[config.mk]
export PLATFORM = sky130hd
export DESIGN_NAME = mont_const_unit_flat
export DESIGN_NICKNAME = d
export VERILOG_FILES = /design/src/rtl/mont_const_unit_if.sv /design/src/rtl/mont_const_unit.sv /design/src/flat_wrapper.sv
export SDC_FILE = /design/constraint.sdc
export NUM_CORES = 1
export LEC_CHECK = 0
export BUFFER_PORTS_ARGS = -buffer_cell sky130_fd_sc_hd__buf_2
export CAP_MARGIN = 20
export CORE_MARGIN = 3
export CORE_UTILIZATION = 60
export CTS_BUF_LIST = sky130_fd_sc_hd__clkbuf_16
export CTS_CLUSTER_DIAMETER = 30
export CTS_CLUSTER_SIZE = 30
export DETAILED_ROUTE_END_ITERATION = 6
export PLACE_DENSITY = 0.81
export SYNTH_ARGS = -nofsm -noshare
export SYNTH_HDL_FRONTEND = slang
export SYNTH_SLANG_ARGS = --single-unit
[constraint.sdc]
create_clock -name clk -period 5.8 [get_ports clk]
set_input_delay 0 -clock clk [delete_from_list [all_inputs] [get_ports clk]]
set_output_delay 0 -clock clk [all_outputs]
set_load 0.03 [all_outputs]
[src/rtl/mont_const_unit_if.sv]
// Request/response bundle between the Montgomery constant unit and its user.
// Latency: n/a (wires only).
// Backpressure: none; en is the only way to hold the unit, done is a pulse.
// Signals:
//   en     global enable, 0 freezes the unit
//   start  request a computation (sampled only while idle)
//   M      modulus, latched when start is accepted
//   busy   computation in progress
//   done   one-cycle result strobe (stretched while en=0)
//   err    modulus unusable for Montgomery multiplication
//   Const  result 2^(2*R_EXP) mod M
interface mont_const_unit_if #(
  parameter int N_BITS = 8
);
  logic              en;
  logic              start;
  logic [N_BITS-1:0] M;
  logic              busy;
  logic              done;
  logic              err;
  logic [N_BITS-1:0] Const;

  // requester side
  modport master (
    output en, start, M,
    input  busy, done, err, Const
  );

  // constant unit side
  modport slave (
    input  en, start, M,
    output busy, done, err, Const
  );
endinterface

[src/rtl/mont_const_unit.sv]
// Computes Const = 2^(2*R_EXP) mod M by repeated doubling with conditional subtract.
// Latency: 2*R_EXP RUN cycles after accepting start; invalid M reaches DONE directly.
// Backpressure: en=0 freezes everything (a stall in DONE stretches done); start ignored unless idle.
// Ports: clk, rstb (sync active-low) plain; bus (slave modport) carries en/start/M in and
//        busy/done/err/Const out.
module mont_const_unit #(
  parameter int N_BITS = 8,
  parameter int R_EXP  = 10
) (
  input  logic               clk,
  input  logic               rstb,
  mont_const_unit_if.slave   bus
);

  localparam int STEPS = 2 * R_EXP;
  localparam int CNT_W = $clog2(STEPS);
  localparam logic [CNT_W-1:0] LAST_CNT = CNT_W'(STEPS - 1);

  typedef enum logic [1:0] {
    IDLE = 2'd0,
    RUN  = 2'd1,
    DONE = 2'd2
  } state_t;

  state_t            state_q, state_d;
  logic [N_BITS-1:0] r_q, r_d;
  logic [CNT_W-1:0]  cnt_q, cnt_d;
  logic [N_BITS-1:0] m_q, m_d;
  logic [N_BITS-1:0] const_q, const_d;
  logic              err_q, err_d;

  // One doubling step. r < m_q always holds, so t < 2*m_q and a single
  // subtract brings it back into range; the result always fits N_BITS.
  logic [N_BITS:0]   t;
  logic [N_BITS:0]   m_ext;
  logic [N_BITS-1:0] r_step;

  always_comb begin
    t      = {r_q, 1'b0};
    m_ext  = {1'b0, m_q};
    r_step = N_BITS'((t >= m_ext) ? (t - m_ext) : t);
  end

  always_comb begin
    state_d = state_q;
    r_d     = r_q;
    cnt_d   = cnt_q;
    m_d     = m_q;
    const_d = const_q;
    err_d   = err_q;

    case (state_q)
      IDLE: begin
        if (bus.start) begin
          m_d   = bus.M;
          err_d = 1'b0;
          // Even or tiny moduli have no inverse mod 2^R_EXP; report and skip the loop.
          if (!bus.M[0] || (bus.M < N_BITS'(3))) begin
            err_d   = 1'b1;
            const_d = '0;
            state_d = DONE;
          end else begin
            r_d     = N_BITS'(1);
            cnt_d   = '0;
            state_d = RUN;
          end
        end
      end
      RUN: begin
        r_d   = r_step;
        cnt_d = cnt_q + CNT_W'(1);
        if (cnt_q == LAST_CNT) begin
          const_d = r_step;
          state_d = DONE;
        end
      end
      DONE: begin
        state_d = IDLE;
      end
      default: begin
        state_d = IDLE;
      end
    endcase
  end

  always_ff @(posedge clk) begin
    if (!rstb) begin
      state_q <= IDLE;
      r_q     <= '0;
      cnt_q   <= '0;
      m_q     <= '0;
      const_q <= '0;
      err_q   <= 1'b0;
    end else if (bus.en) begin
      state_q <= state_d;
      r_q     <= r_d;
      cnt_q   <= cnt_d;
      m_q     <= m_d;
      const_q <= const_d;
      err_q   <= err_d;
    end
  end

  assign bus.busy  = (state_q == RUN);
  assign bus.done  = (state_q == DONE);
  assign bus.err   = err_q;
  assign bus.Const = const_q;

endmodule

[src/flat_wrapper.sv]
// flat-port wrapper written by rule: the top's interface ports become plain ports
module mont_const_unit_flat 
#(
  parameter int N_BITS = 8,
  parameter int R_EXP  = 10
)
  (clk, rstb, bus_en, bus_start, bus_M, bus_busy, bus_done, bus_err, bus_Const);
  mont_const_unit_if #(.N_BITS(N_BITS)) bus_i ();
  input  logic clk;
  input  logic rstb;
  input wire logic [$bits(bus_i.en)-1:0] bus_en;
  input wire logic [$bits(bus_i.start)-1:0] bus_start;
  input wire logic [$bits(bus_i.M)-1:0] bus_M;
  output wire logic [$bits(bus_i.busy)-1:0] bus_busy;
  output wire logic [$bits(bus_i.done)-1:0] bus_done;
  output wire logic [$bits(bus_i.err)-1:0] bus_err;
  output wire logic [$bits(bus_i.Const)-1:0] bus_Const;
  assign bus_i.en = bus_en;
  assign bus_i.start = bus_start;
  assign bus_i.M = bus_M;
  assign bus_busy = bus_i.busy;
  assign bus_done = bus_i.done;
  assign bus_err = bus_i.err;
  assign bus_Const = bus_i.Const;
  mont_const_unit #(.N_BITS(N_BITS), .R_EXP(R_EXP)) u_core (.clk(clk), .rstb(rstb), .bus(bus_i));
endmodule
After elaboration in Yosys (flattened, before gate mapping)
Cells that the tools add are included.
{"block": "word_totals", "ff_bits": 32, "word_cells": 41, "input_bits": 12, "out_inout_bits": 11}
{"block": "op_classes", "muxes": 16, "n_eq_ne": 7, "n_addsub": 2, "order_cmp": 2, "n_reduce_logical": 8}
{"op": "8-bit 2-to-1 mux", "count": 6}
{"op": "8-bit one-hot mux with 2 select lines", "count": 2}
{"op": "5-bit 2-to-1 mux", "count": 2}
{"op": "5-bit one-hot mux with 2 select lines", "count": 1}
{"op": "9-bit by 8-bit >= comparator with 1-bit output", "count": 1}
{"op": "8-bit by 2-bit < comparator with 1-bit output, second input constant", "count": 1}
{"op": "8-bit subtractor", "count": 1}
{"op": "2-bit 2-to-1 mux", "count": 3}
{"op": "3-bit AND reduction", "count": 2}
{"op": "5-bit by 1-bit adder with 5-bit output, second input constant", "count": 1}
{"op": "5-bit equality test, second input constant", "count": 1}
{"op": "5-bit AND reduction", "count": 1}
{"op": "2-bit by 1-bit != test with 1-bit output, second input constant", "count": 2}
{"op": "2-bit != test, second input constant", "count": 2}
{"op": "2-bit one-hot mux with 2 select lines", "count": 1}
{"op": "4-bit AND reduction", "count": 1}
{"op": "2-bit by 1-bit equality test with 1-bit output, second input constant", "count": 1}
{"op": "2-bit equality test, second input constant", "count": 1}
{"op": "2-bit logical NOT", "count": 1}
{"op": "2-bit nonzero test", "count": 1}
{"op": "1-bit logical NOT", "count": 1}
{"op": "1-bit logical OR", "count": 1}
{"op": "1-bit 2-to-1 mux", "count": 1}

Depth between registers and ports, before layout
{"block": "logic_depth", "ltp_word": 5, "ltp_mapped": 10, "mapped_depth_nobuf": 8}

Least setup slack after synthesis
No wires, ideal clock.
{"block": "synth_timing", "path_type": "register to register", "startpoint": "reg u_core.m_q[1]", "endpoint": "reg u_core.const_q[3], in the netlist u_core.bus.Const[3]", "setup_ns": 0.128, "required_ns": 5.672, "path_stages_with_launch": 11, "path_buffers": 2, "t_arrival_ns": 1.880, "synth_period_minus_slack_ns": 2.009, "setup_slack_ns": 3.791, "path_cell_list": "dfxtp_1 -> inv_1 -> ha_1 -> ha_1 -> nand2_1 -> o21ai_1 -> or3_1 -> buf_6 -> buf_2 -> o2111ai_1 -> o211ai_2"}
{"block": "synth_via", "elab_chain_len": 4, "elab_cells_between_ends": 5, "cone_classes": "add/sub: 1; order compare: 1; mux: 3"}
{"element": "from (decl)", "line": "mont_const_unit.sv:28", "rtl": "logic [N_BITS-1:0] m_q, m_d;"}
{"element": "from (signal assigned)", "line": "mont_const_unit.sv:98", "rtl": "m_q <= m_d;"}
{"element": "8-bit subtractor or 9-bit by 8-bit >= comparator with 1-bit output (tied branches)", "line": "mont_const_unit.sv:41", "rtl": "r_step = N_BITS'((t >= m_ext) ? (t - m_ext) : t);"}
{"element": "8-bit 2-to-1 mux (*)", "line": "mont_const_unit.sv:41"}
{"element": "8-bit 2-to-1 mux (*)", "line": "mont_const_unit.sv:72", "rtl": "if (cnt_q == LAST_CNT) begin"}
{"element": "8-bit one-hot mux with 2 select lines (*)", "line": "mont_const_unit.sv:52", "rtl": "case (state_q)"}
{"element": "to (signal assigned)", "line": "mont_const_unit.sv:99", "rtl": "const_q <= const_d;"}
{"element": "to (decl)", "line": "mont_const_unit.sv:29", "rtl": "logic [N_BITS-1:0] const_q, const_d;"}
Every way passes the cells marked *; elsewhere a longest branch is shown, timed or not. The select of a mux whose other input is x is not followed.
A chain may end at the register's enable or synchronous reset.

Worst setup path in the final report
{"block": "layout_timing", "startpoint": "reg u_core.m_q[1]", "endpoint": "reg u_core.const_q[0], in the netlist u_core.bus.Const[0]"}
{"block": "layout_via", "elab_chain_len": 4}
{"element": "9-bit by 8-bit >= comparator with 1-bit output", "line": "mont_const_unit.sv:41"}
{"element": "8-bit 2-to-1 mux", "line": "mont_const_unit.sv:41"}
{"element": "8-bit 2-to-1 mux", "line": "mont_const_unit.sv:72"}
{"element": "8-bit one-hot mux with 2 select lines", "line": "mont_const_unit.sv:52"}
No other way between the ends. The select of a mux whose other input is x is not followed.

==> impl_metrics.ini <==
[clocking]
cts_tree = yes
cts_buffers = 5
post_cts_buffers = 0
cts.clk_slew.worst_paths_ps = 50
clockBufferDepth = 2
cts_root_buf = clkbuf_16
cts.htree.levels = 2
clk_latency_ps = 270
clock_sinks = 32

[sta]
fin_crit_ps = 2385
setup-tns-final_ps = 0
maxSlewViolCount = 0
setup_viol = 0
slew-limit-headroom_pct = 53.21
post-route-period-util_pct = 41.12
rsz0062_at_grt = false
worst_pin_slew_ps = 701.9
hold_viol = 0
fmax_mhz = 419.3
skew_ps = 1.797

[critical_path]
cpMaxStageDelayCell = or3_1
reg2regPathDepth = 8
crit_path_cell_trace = inv_1 -> ha_1 -> ha_1 -> nand2_1 -> o21ai_1 -> or3_1 -> o21a_4 -> a32o_1
slowest_delay_ps = 560
required_ps = 5960
cp_common_cell = ha_1
cpLargestDelayFamily = compound AO/OA/AOI/OAI gates
path_max_fanout = 16
crit_arrival_ps = 2550
start_kind = flop
reg2reg_setup_slack_ps = 3410
path_buf_inv = 1
critPathKind = reg -> reg
end_kind = flop
r2r_end = u_core.bus.Const[0]
timing.rr.start = u_core.m_q[1]

[layout]
final_common_cell = nand2_1
multiInputGateArea_mm2 = 0.001328
diodes = 0
fin_nets = 296
regArea_um2 = 640.6
drive_gt1_share_pct = 16.73
n_fill_cell = 263
area_delta_synth_final_pct = 13.16
layout_common_cells = 42 x nand2_1, 32 x dfxtp_1, 22 x buf_2, 17 x inv_1, 14 x nor2_1
final_util_pct = 71.10

[global_route]
grtUsageTotal_pct = 25.29
grt_pass1_wl_um = 8342
antenna_found_initial = 0
first_global_vias = 1809
grt_start_max_net_pins = 24
globalRouteOverflowTotal = 0

[yosys]
synth_compound_area_share_pct = 32.14
synth_top_area_cell = dfxtp_1
avgSynthCellArea_um2 = 8.254
postSynth.asyncResetShare_pct = 0
synth_mux_area_share_pct = 0
post_synth_fa_ha_maj_area_fraction_pct = 6.228
ys_seq_area_share_pct = 30.08
synth_xor_area_share_pct = 1.645
ys_seq_elements = 32
ys_warn_count = 0
synth-edff-count = 0
netlist_area_mm2 = 0.002130
synth_simple_gate_area_share_pct = 22.33
synthFlopType = dfxtp_1
ys_top_cells_by_area = dfxtp_1 30%, nand2_1 7.4%, o211ai_2 5.9%
syn_nets = 280
synth_top_cell_area_share_pct = 30.08
syn_inst = 258
synth_cell_type_count = 53
synth_top_family_by_area = compound AO/OA/AOI/OAI gates

[place]
dp_hpwl_um = 3603
place.gp.congestion = 0.9428
portBuffers = 22

[route]
via_per_inst = 6.103
first_iter_violations = 202
wl_per_cell_um = 15.73
drt_pre_antenna_iters = 4
final_antenna_net_count = 0
vias = 1959
post-route-drc-count = 0
drt-total-wl_um = 5050

[power]
power_density_mw_per_mm2 = 279.7
power_frac_comb_pct = 22.0
power_leakage_nw = 0.9787
vdd_drop_max_mv = 0.2280
seq_power_share_pct = 34.7
pwr-share-clk_pct = 43.3
p_switching_w = 0.0002007
internal-power_w = 0.0004734
p_sw_share_pct = 29.77

[die]
coreArea_mm2 = 0.003390
dieArea_mm2 = 0.004300
fp.dieH_um = 65.58
rows = 21
start_util_pct = 62.83
dieWidth_um = 65.58
io_pins = 23

[worst_hold_path]
min_to = u_core.m_q[5]
hold_depth = 3
min-delay-path-class = in -> reg
worstHoldStart = bus_M[5]

[run_status]
status = finished clean

[job]
max_cap_viol_count = 0
power groups by stage:
stage / Clock (W) / Combinational, W / Sequential [W]
final: 0.000292 / 0.000148 / 0.000234
after global routing: 0.000305 / 0.000162 / 0.000235
after CTS: 0.000294 / 0.000145 / 0.000234
after detailed placement: 0 / 0.000142 / 0.000238
after global placement: 0 / 0.000141 / 0.000238
after floorplan: 0 / 0.000126 / 0.000236
worst max-delay path by stage:
stage / startpoint / end / slack, ps / cells after the start
after floorplan: u_core.m_q[1] / u_core.bus.Const[3] / 3790 / 10
after global placement: u_core.m_q[6] / u_core.bus.Const[0] / 3490 / 7
after detailed placement: u_core.m_q[1] / u_core.bus.Const[0] / 3450 / 8
after CTS: u_core.m_q[1] / u_core.bus.Const[0] / 3430 / 8
after global routing: u_core.m_q[1] / u_core.bus.Const[0] / 3260 / 8
final: u_core.m_q[1] / u_core.bus.Const[0] / 3410 / 8
sequential cells by signal (all words and copies together), names as in the netlist:
| name | flops |
|---|---|
| u_core.r_q | 8 |
| u_core.m_q | 8 |
| u_core.cnt_q | 5 |
| u_core.bus.err | 1 |
| u_core.bus.Const | 8 |
| u_core.state_q | 2 |
synthesized netlist by cell type, drive strengths merged (2+ instances only):
| library cell | instances |
|---|---|
| xor2 | 2 |
| nor2 | 15 |
| xnor2 | 2 |
| o2111ai | 11 |
| o21a | 3 |
| a31oi | 2 |
| nand3 | 8 |
| nand2b | 3 |
| clkbuf | 8 |
| a21boi | 8 |
| nand2 | 42 |
| and2 | 2 |
| a21oi | 11 |
| or4 | 2 |
| and3 | 2 |
| o31a | 2 |
| nor2b | 8 |
| nand4 | 3 |
| inv | 16 |
| o21ai | 8 |
| o22ai | 2 |
| o211a | 3 |
| and3b | 2 |
| o311ai | 2 |
| dfxtp | 32 |
| ha | 9 |
| nor3b | 3 |
| buf | 10 |
| a211oi | 2 |
| o211ai | 20 |
| or3 | 3 |
logic make-up (layout without fill, tap and decap cells):
group           count (synthesis)  after routing
buf+inv                        34             51
xor+xnor                        4              4
simple gates                   96             96
fa+ha+maj                      10             10
flops                          32             32
compound gates                 82             82
worst register-to-register path, stage by stage (launching register included):
cell and delay (ps):
dfxtp_1 360, inv_1 60, ha_1 310, ha_1 190
nand2_1 70, o21ai_1 60, or3_1 560, o21a_4 380
a32o_1 280
per-layer routing:
metal	share of wire [%]	global-route usage, %
met5	0	0
met4	2.2	9.845
met3	5.0	5.470
met2	49	41.59
met1	44	32.17
what timing repair did:
action | 4_1_cts | 5_1_grt
hold buffers | 5 | 0
gates resized for setup | 0 | 0
setup endpoints to repair | 0 | 0
hold endpoints to repair | 5 | 0
final cells by class:
type,count,share of cell area [%]
clock buffer,5,5.192
clock inverter,3,1.610
inverter,16,2.492
multi-input combinational,192,55.09
sequential,32,26.58
tap,46,2.388
timing repair buffer,27,6.646
metrics by stage:
step | total power [W] | setup slack, ps | hold slack [ps] | instances | cell area, µm²
2_1_floorplan | 0.0003623 | 3791 | 144.9 | 258 | 2130
3_3_place_gp | 0.0003787 | 3488 | 267.8 | 308 | 2196
3_5_place_dp | 0.0003801 | 3448 | 270.4 | 308 | 2196
4_1_cts | 0.0006732 | 3432 | 0.9338 | 321 | 2410
5_1_grt | 0.0007021 | 3255 | 21.55 | 321 | 2410
6_report | 0.0006741 | 3415 | 13.34 | 321 | 2410
Power figures use the tool's default switching activity.
